## config.mk

```make
export PLATFORM = sky130hd
export DESIGN_NAME = feature_frame_buffer
export DESIGN_NICKNAME = d
export VERILOG_FILES = /design/src/rtl/feature_frame_buffer.sv
export SDC_FILE = /design/constraint.sdc
export NUM_CORES = 1
export LEC_CHECK = 0
export ABC_AREA = 1
export ABC_CLOCK_PERIOD_IN_PS = 4100
export CAP_MARGIN = 20
export CORE_AREA = 5 5 204 206
export DETAILED_ROUTE_END_ITERATION = 10
export DIE_AREA = 0 0 209 211
export PLACE_DENSITY = 0.87
export RECOVER_POWER = 25
export SYNTH_ARGS = -nofsm -noshare
export SYNTH_HDL_FRONTEND = slang
export SYNTH_SLANG_ARGS = --single-unit
```

## constraint.sdc

```tcl
create_clock -name clk -period 4.1 [get_ports clk]
set_input_delay 0.41 -clock clk [delete_from_list [all_inputs] [get_ports clk]]
set_output_delay 0.41 -clock clk [all_outputs]
set_load 0.02 [all_outputs]
```

## src/rtl/feature_frame_buffer.sv

```systemverilog
// feature_frame_buffer
//   Ping-pong frame buffer between the centre/scale stage and the classifier
//   datapath. Samples are grouped into frames of NUM_FEAT words. A frame is
//   captured into one bank while the previously completed frame drains from
//   the other bank. Sample values are passed through unchanged.
//
// Ports
//   clk          single clock; all state updates on posedge
//   GlobalReset  asynchronous active-low reset
//   x_i          32-bit sample from the centre/scale stage
//   srdyi_i      x_i valid this cycle (no upstream backpressure)
//   y_o          frame word being presented
//   idx_o        position of y_o within its frame
//   last_o       high on the final word of a frame
//   srdyo_o      y_o/idx_o/last_o valid
//   drdyi_i      downstream accepts; transfer when srdyo_o && drdyi_i
//   ovf_clr_i    clears ovf_o
//   ovf_o        sticky flag: a sample was dropped
module feature_frame_buffer #(
   parameter int unsigned NUM_FEAT = 8,
   parameter int unsigned IDX_W    = 3
) (
   input  logic             clk,
   input  logic             GlobalReset,
   input  logic [31:0]      x_i,
   input  logic             srdyi_i,
   output logic [31:0]      y_o,
   output logic [IDX_W-1:0] idx_o,
   output logic             last_o,
   output logic             srdyo_o,
   input  logic             drdyi_i,
   input  logic             ovf_clr_i,
   output logic             ovf_o
);

   localparam int unsigned      DATA_W   = 32;
   localparam int unsigned      NUM_BANK = 2;
   localparam logic [IDX_W-1:0] LAST_IDX = IDX_W'(NUM_FEAT - 1);

   typedef enum logic {
      ST_IDLE   = 1'b0,
      ST_STREAM = 1'b1
   } rd_state_t;

   // Frame storage; contents need no reset since reads are gated by full_q
   logic [DATA_W-1:0] mem [NUM_BANK][NUM_FEAT];

   rd_state_t          state_q, state_d;
   logic [1:0]         full_q, full_d;
   logic               wr_bank_q, wr_bank_d;
   logic [IDX_W-1:0]   wr_idx_q, wr_idx_d;
   logic               rd_bank_q, rd_bank_d;
   logic [IDX_W-1:0]   rd_idx_q, rd_idx_d;
   logic               ovf_q, ovf_d;

   logic               wr_en;
   logic               drop;

   logic [DATA_W-1:0]  y_d;
   logic [IDX_W-1:0]   idx_d;
   logic               last_d;
   logic               srdyo_d;

   // Sample capture into the active write bank
   always_ff @(posedge clk) begin
      if (wr_en) begin
         mem[wr_bank_q][wr_idx_q] <= x_i;
      end
   end

   // Control and output registers
   always_ff @(posedge clk or negedge GlobalReset) begin
      if (!GlobalReset) begin
         state_q   <= ST_IDLE;
         full_q    <= 2'b00;
         wr_bank_q <= 1'b0;
         wr_idx_q  <= '0;
         rd_bank_q <= 1'b0;
         rd_idx_q  <= '0;
         ovf_q     <= 1'b0;
         y_o       <= '0;
         idx_o     <= '0;
         last_o    <= 1'b0;
         srdyo_o   <= 1'b0;
      end else begin
         state_q   <= state_d;
         full_q    <= full_d;
         wr_bank_q <= wr_bank_d;
         wr_idx_q  <= wr_idx_d;
         rd_bank_q <= rd_bank_d;
         rd_idx_q  <= rd_idx_d;
         ovf_q     <= ovf_d;
         y_o       <= y_d;
         idx_o     <= idx_d;
         last_o    <= last_d;
         srdyo_o   <= srdyo_d;
      end
   end

   assign ovf_o = ovf_q;

   // Next-state for write side, read FSM, overflow flag and output registers
   always_comb begin
      state_d   = state_q;
      full_d    = full_q;
      wr_bank_d = wr_bank_q;
      wr_idx_d  = wr_idx_q;
      rd_bank_d = rd_bank_q;
      rd_idx_d  = rd_idx_q;
      ovf_d     = ovf_q;
      y_d       = '0;
      idx_d     = '0;
      last_d    = 1'b0;
      srdyo_d   = 1'b0;

      // All decisions use pre-edge full_q, so a sample aimed at a bank whose
      // last word leaves on this same edge is still dropped.
      wr_en = srdyi_i && !full_q[wr_bank_q];
      drop  = srdyi_i &&  full_q[wr_bank_q];

      if (wr_en) begin
         if (wr_idx_q == LAST_IDX) begin
            full_d[wr_bank_q] = 1'b1;
            wr_bank_d         = ~wr_bank_q;
            wr_idx_d          = '0;
         end else begin
            wr_idx_d = wr_idx_q + IDX_W'(1);
         end
      end

      // Set beats clear when both happen on one edge
      if (drop) begin
         ovf_d = 1'b1;
      end else if (ovf_clr_i) begin
         ovf_d = 1'b0;
      end

      // Write completes into a non-full bank and release frees a full one,
      // so both updates to full_d always target different banks.
      case (state_q)
         ST_IDLE: begin
            if (full_d[rd_bank_q]) begin
               state_d = ST_STREAM;
            end
         end
         ST_STREAM: begin
            if (drdyi_i) begin
               if (rd_idx_q == LAST_IDX) begin
                  full_d[rd_bank_q] = 1'b0;
                  rd_bank_d         = ~rd_bank_q;
                  rd_idx_d          = '0;
                  state_d           = full_d[~rd_bank_q] ? ST_STREAM : ST_IDLE;
               end else begin
                  rd_idx_d = rd_idx_q + IDX_W'(1);
               end
            end
         end
         default: begin
            state_d = ST_IDLE;
         end
      endcase

      // Outputs registered from next state. The word selected here was
      // always written on an earlier edge: a bank only becomes readable on
      // the edge that writes its final word, while reading starts at word 0.
      if (state_d == ST_STREAM) begin
         srdyo_d = 1'b1;
         idx_d   = rd_idx_d;
         last_d  = (rd_idx_d == LAST_IDX);
         y_d     = mem[rd_bank_d][rd_idx_d];
      end
   end

endmodule

```

==> results of run 1 <==
==> sequential cells by signal, summed over array words and instances (netlist names) <==
name / cells
full_q: 2
mem: 512
srdyo_o: 1
rd_idx_q: 3
rd_bank_q: 1
wr_idx_q: 3
wr_bank_q: 1
y_o: 32
ovf_o: 1
idx_o: 3
last_o: 1
==> logic make-up after synthesis <==
logic type	Yosys count	share of synthesized area, %
flip-flops	560	71.8
AO/OA/AOI/OAI	13	0.352
adder cells (fa/ha/maj)	4	0.217
XOR/XNOR	1	0.0379
buffers and inverters	275	5.08
AND/OR/NAND/NOR	1171	22.5
==> placed cells by master (no fill, tap or decap), drive strengths merged <==
| cell | netlist | final |
|---|---|---|
| bufinv | 0 | 2 |
| nand4 | 1 | 1 |
| dfrtp | 48 | 48 |
| nor2 | 178 | 178 |
| a31oi | 3 | 3 |
| buf | 98 | 47 |
| nand3 | 513 | 513 |
| dlygate4sd3 | 0 | 20 |
| or2 | 1 | 1 |
| nand3b | 33 | 33 |
| o22ai | 1 | 1 |
| edfxtp | 512 | 512 |
| a21oi | 1 | 1 |
| clkinv | 0 | 9 |
| clkbuf | 30 | 82 |
| ha | 4 | 4 |
| nor3 | 12 | 12 |
| inv | 147 | 149 |
| clkinvlp | 0 | 3 |
| clkdlybuf4s50 | 0 | 54 |
| xor2 | 1 | 1 |
| o21ai | 8 | 8 |
| nor4 | 1 | 1 |
| nand2 | 432 | 432 |
==> repair_timing <==
item                       4_1_cts  5_1_grt
hold buffers                     1        0
buffers inserted                 0        0
setup endpoints to repair        0        0
hold endpoints to repair        25        0
==> metrics by stage <==
step,total power (uW),setup WS (ns),area (um2)
2_1_floorplan,12100,0.331,23100
6_report,19400,0.947,26100
4_1_cts,19300,1.02,26100
5_1_grt,20300,0.709,26100
3_5_place_dp,14500,1.02,24400
3_3_place_gp,14200,1.07,24400
==> layer usage <==
metal / part of all wire [%] / track usage [%] / vias up / wire length, um
met2: 49 / 41.4 / 1070 / 27800
li1: - / - / 7072 / -
met4: 4.2 / 11.8 / 0 / 2380
met1: 36 / 33.5 / 7728 / 20500
met5: 0 / 0 / - / 0
met3: 11 / 5.67 / 194 / 6540
==> synthesized netlist by cell type <==
cell	number
a21oi_1	1
a31oi_1	3
buf_1	7
buf_2	80
buf_4	11
clkbuf_1	30
dfrtp_1	48
edfxtp_1	512
ha_1	4
inv_1	144
inv_2	3
nand2_1	429
nand2_2	2
nand2_4	1
nand3_1	513
nand3b_1	33
nand4_1	1
nor2_1	177
nor2_2	1
nor3_1	12
nor4_1	1
o21ai_0	5
o21ai_2	3
o22ai_1	1
or2_2	1
xor2_1	1
==> cell type report <==
| class | instances | area [um2] | share of cell area, % |
|---|---|---|---|
| Sequential cell | 560 | 16600 | 63.4 |
| Clock inverter | 16 | 143 | 0.546 |
| Clock buffer | 82 | 1530 | 5.84 |
| Tap cell | 525 | 657 | 2.51 |
| Timing Repair Buffer | 121 | 1190 | 4.54 |
| Multi-Input combinational cell | 1189 | 5490 | 21.0 |
| Inverter | 147 | 554 | 2.12 |
==> power groups by stage <==
stage	Sequential, uW	Clock [uW]	Combinational [uW]
after floorplan	7370	0	4750
after CTS	7080	4760	7430
after global placement	7180	0	7020
after detailed placement	7190	0	7330
after global routing	7130	5000	8200
final	7080	4710	7570
==> path summary, 6_finish.rpt <==
check                        endpoint        start
setup reg to reg           mem[1][30]    wr_bank_q
min in group asynchronous     y_o[22]  GlobalReset
setup / recovery           mem[1][30]    wr_bank_q
hold / removal                  ovf_o    ovf_clr_i
hold reg to reg                 ovf_o        ovf_o
max in group asynchronous     y_o[11]  GlobalReset
==> flow_summary_export.csv, run 1 <==
group,metric,value,unit
run_status,status,"completed",
worst_setup_path,worst-path-buf-inv,2,
pwr,leakage,0.00998,uW
sta,maxSlewViolCount,0,
die,rows,73,
global_route,grt_pass1_wl,88.4,mm
synth,synth_seq_cells,560,
synth,yosysSeqAreaShare,71.8,%
cts,cts_buffers,53,
global_route,grt_max_degree,225,
synth,ys_types,26,
placed_design,place_inst,2541,
synth,syn_area_per_cell,11.4,um2
synth,synth_fp_nets,2065,
worst_setup_path,cp-start-kind,"register",
pwr,intPower,11800,uW
die,dieArea,0.0441,mm2
worst_setup_path,regToRegSetupSlack,0.95,ns
finish,final_util,66.2,%
worst_setup_path,cp_slowest_stage_delay,0.71,ns
route,drt_iter0_drc,2326,
finish,nets,2113,
worst_setup_path,crit_fanout,17,
sta,finalSetupTns,0,ns
cts,clock_sinks,560,
sta,finalSetupViolCount,0,
finish,syn2layout_area_growth,13.2,%
die,start_util,58.5,%
global_route,grt_pass1_vias,15881,
hold_path,hold_depth,2,
worst_setup_path,slowest_stage,"dfrtp_1",
sta,max_freq,0.317,GHz
job,drv_cap,0,
pwr,power_switching,7530,uW
route,final_antenna_net_count,0,
finish,layout-drive-gt1-share,7.19,%
pwr,power.combinational.fraction,39.1,%
route,viasPerCell,6.08,
worst_setup_path,reg2reg_depth,7,
route,wl_per_cell,21.7,um
cts,clk_latency,0.60,ns
global_route,grt_antenna_before_repair,0,
cts,clockBufferDepth,3,
worst_setup_path,cp.depth,7,
pwr,p_per_area,741,mW/mm2
sta,finalClockSkew,0.0214,ns
sta,fin_crit_sh,76.9,%
worst_setup_path,crit_chain,"inv_1 -> nor2_1 -> o21ai_0 -> nor2_1 -> nand2_1 -> nor2_4 -> buf_12",
route,via_count,16064,
sta,hold_viol,0,
pwr,peakVddDrop,0.673,mV
synth,synth_area_leaders,"edfxtp_1, nand3_1, nand2_1, dfrtp_1, nor2_1",
placed_design,gp_congestion,0.785,
sta,rsz0062_at_grt,"no",
worst_setup_path,crit_path_end_kind,"register",
synth,syn_inst,2024,
die,fp.coreArea,0.0395,mm2
synth,ys_warn_count,0,
sta,hold_slack,0.392,ns
hold_path,hold_path_class,"in -> reg",
synth,synthesis.area,0.0231,mm2
finish,antenna_cells,0,
pwr,p_clk_share,24.3,%
cts,tritoncts,"done",
finish,stdcell_count,2640,
finish,filler_cell_count,2622,
cts,cts-root-buf,"clkbuf_16",
route,drt_first_pass_iters,6,
placed_design,port_buffers,74,
worst_setup_path,path_class,"reg -> reg",
cts,clk_pin_slew,0.06,ns
route,routed_wl,57.2,mm
synth,synth_top_cell_by_area,"edfxtp_1",
worst_setup_path,cp.arrival,3.44,ns
die,num_io_pins,75,
synth,synth.top_cell.area_share,66.6,%
cts,cts_resized,0,
worst_setup_path,critical_path_required,4.39,ns
sta,worst_pin_slew,1.30,ns
global_route,grt.total_usage,25.6,%
die,die_h,211,um
pwr,pwr-share-seq,36.6,%
sta,slew_headroom,13.6,%
sta,finalCriticalPeriod,3.15,ns
pwr,p_sw_share,38.9,%
worst_setup_path,path_delay_family,"simple AND/OR/NAND/NOR gates",
die,die_x,209,um
cts,htreeDepth,2,
worst_setup_path,crit_top_cell,"nor2_1",
route,drt_drc_violations_left,0,
global_route,grt_overflow_total,0,
placed_design,dp_hpwl,29.7,mm
No activity file was read; power rests on OpenSTA's default activity.
==> run 2, diff against run 1 <==
Settings changed: ABC_CLOCK_PERIOD_IN_PS 4100 to 2650, CORE_AREA 5 5 204 206 to 5 5 211 213, DIE_AREA 0 0 209 211 to 0 0 216 218, PLACE_DENSITY 0.87 to 0.85.
Clock period 4.1 ns to 2.65 ns, I/O delays scaled along.
==> run 2 against run 1 <==
- die area increased by 6.8%
- clock skew down 0.0027 ns
- global-route usage decreased by 0.72 points
- sequential share of layout area shrank 1.4 points
- routed wire length rose by 2.7%
- combinational power grew 64%
- critical path type unchanged
- largest power group unchanged
- highest routed layer is now met5
==> flow_summary_export.csv, run 2 (synthesis results as in run 1) <==
group,metric,value,unit
die,die_x,216,um
worst_setup_path,critical_path_required,3.13,ns
pwr,p_sw_share,38.9,%
die,num_io_pins,75,
global_route,grt_max_degree,98,
run_status,status,"completed",
worst_setup_path,cp.arrival,3.02,ns
cts,clock_sinks,560,
sta,maxSlewViolCount,0,
pwr,peakVddDrop,0.968,mV
pwr,power.combinational.fraction,40.9,%
global_route,grt_pass1_wl,91.3,mm
route,drt_iter0_drc,2541,
cts,htreeDepth,2,
route,viasPerCell,6.05,
route,final_antenna_net_count,0,
placed_design,port_buffers,74,
finish,largestRegisters,"mem x512, y_o x32",
worst_setup_path,cp-start-kind,"register",
die,rows,76,
finish,regMostFlops,"mem",
global_route,use_met2,40.4,%
pwr,p_per_area,1140,mW/mm2
cts,cts-root-buf,"clkbuf_16",
placed_design,place_ws,0.205,ns
finish,largest_register_ffs,512,
placed_design,dpl_cell_area,0.0251,mm2
sta,setup_ws,0.104,ns
pwr,pwr-share-seq,36.0,%
sta,finalSetupViolCount,0,
die,die_h,218,um
worst_setup_path,path_class,"reg -> reg",
sta,hold_viol,0,
cts,cts_buffers,51,
global_route,grt_overflow_total,0,
global_route,grt.total_usage,24.8,%
cts,clk_latency,0.57,ns
sta,rsz0062_at_grt,"no",
pwr,p_clk_share,23.1,%
global_route,grt_pass1_vias,16281,
finish,syn2layout_area_growth,15.8,%
global_route,busiest_layer,"met2",
finish,final_common_cell,"nand3_1",
cts,tritoncts,"done",
cts,clockBufferDepth,3,
sta,worst_pin_slew,1.13,ns
sta,fin_crit_sh,96.1,%
cts,cts_resized,0,
job,drv_cap,0,
finish,nets,2143,
route,via_count,16269,
placed_design,dp_hpwl,32.2,mm
sta,finalCriticalPeriod,2.55,ns
worst_setup_path,crit_fanout,11,
pwr,power_switching,11800,uW
finish,design_area,0.0267,mm2
global_route,grt_antenna_before_repair,3,
placed_design,gp_congestion,0.818,
route,drt_drc_violations_left,0,
pwr,leakage,0.0102,uW
cts,clk_pin_slew,0.06,ns
die,dieArea,0.0471,mm2
die,start_util,54.3,%
hold_path,hold_depth,2,
route,routed_wl,58.7,mm
worst_setup_path,crit_path_end_kind,"register",
finish,final_cell_mix,"nand3_1, edfxtp_1, nand2_1, nor2_1, inv_1",
global_route,grt_util_met1,33.2,%
sta,slew_headroom,24.4,%
finish,layout-drive-gt1-share,8.26,%
sta,finalClockSkew,0.0186,ns
global_route,use_met3,4.82,%
pwr,intPower,18600,uW
sta,max_freq,0.393,GHz
route,wl_per_cell,21.8,um
worst_setup_path,reg2reg_depth,12,
pwr,power,30400,uW
hold_path,hold_path_class,"in -> reg",
die,fp.coreArea,0.0425,mm2
route,drt_first_pass_iters,5,
-- run 2: cell count changes in the layout (fill, tap and decap cells not counted), moves of 3 or more --
cell             delta
buf_12             +29
nor3_2             -12
nor3_4             +12
clkinv_1           +10
clkbuf_1            -7
clkbuf_8            -5
buf_4               +4
clkdlybuf4s50_1     -3
dlygate4sd3_1       +3
-- run 2: worst paths after layout --
path / startpoint / endpoint / slack, ns
worst max-delay path: rd_idx_q[0] / y_o[18] / 0.10
min in group asynchronous: GlobalReset / y_o[4] / 0.45
max in group asynchronous: GlobalReset / y_o[15] / 1.22
worst min-delay path: ovf_clr_i / ovf_o / 0.28
worst max register to register: rd_idx_q[0] / y_o[18] / 0.10
worst min register to register: ovf_o / ovf_o / 0.52
-- run 2: cell type report --
type                       instances  area [um2]
inverter                         147         554
clock buffer                      67        1380
tap                              546         683
antenna                            1        2.50
multi-input combinational       1189        5560
fill                            2792       15800
sequential                       560       16600
timing repair buffer             153        1770
clock inverter                    27         208
-- run 2: power groups by stage --
stage	sequential, uW	combinational [uW]	clock (uW)
after floorplan	11400	7400	0
after global placement	11100	11600	0
after detailed placement	11100	12100	0
after CTS	10900	12200	7070
after global routing	11000	13500	7460
final	10900	12400	7030
-- run 2: worst max-delay path: stages, from the launching register on --
cell	delay, ns
dfrtp_1	0.42
ha_1	0.23
ha_1	0.24
nand4_1	0.18
buf_4	0.19
o21ai_0	0.09
nand2_1	0.07
nand2_1	0.12
inv_1	0.13
buf_4	0.23
buf_4	0.27
nand3_1	0.12
nor2_1	0.18
-- run 2: stage by stage --
stage               std cells  hold WS, ns  setup TNS [ns]  utilization, %
detailed placement       2594        0.245               0            59.1
finish                   2690        0.282               0            62.9
CTS                      2689        0.199               0            62.9
global route             2690        0.296               0            62.9
floorplan                2024      -0.0306         -121.80               -
global placement         2594        0.240               0            59.1
-- run 2: repair_timing --
action / 4_1_cts / 5_1_grt
setup buffers: 0 / 0
hold buffers: 1 / 0
endpoints found under the hold margin: 11 / 0
-- run 2: layer usage --
| metal | vias to the layer above | wire, um |
|---|---|---|
| li1 | 7124 | - |
| met1 | 7668 | 20800 |
| met2 | 1265 | 28400 |
| met3 | 208 | 7120 |
| met4 | 4 | 2370 |
| met5 | - | 22 |
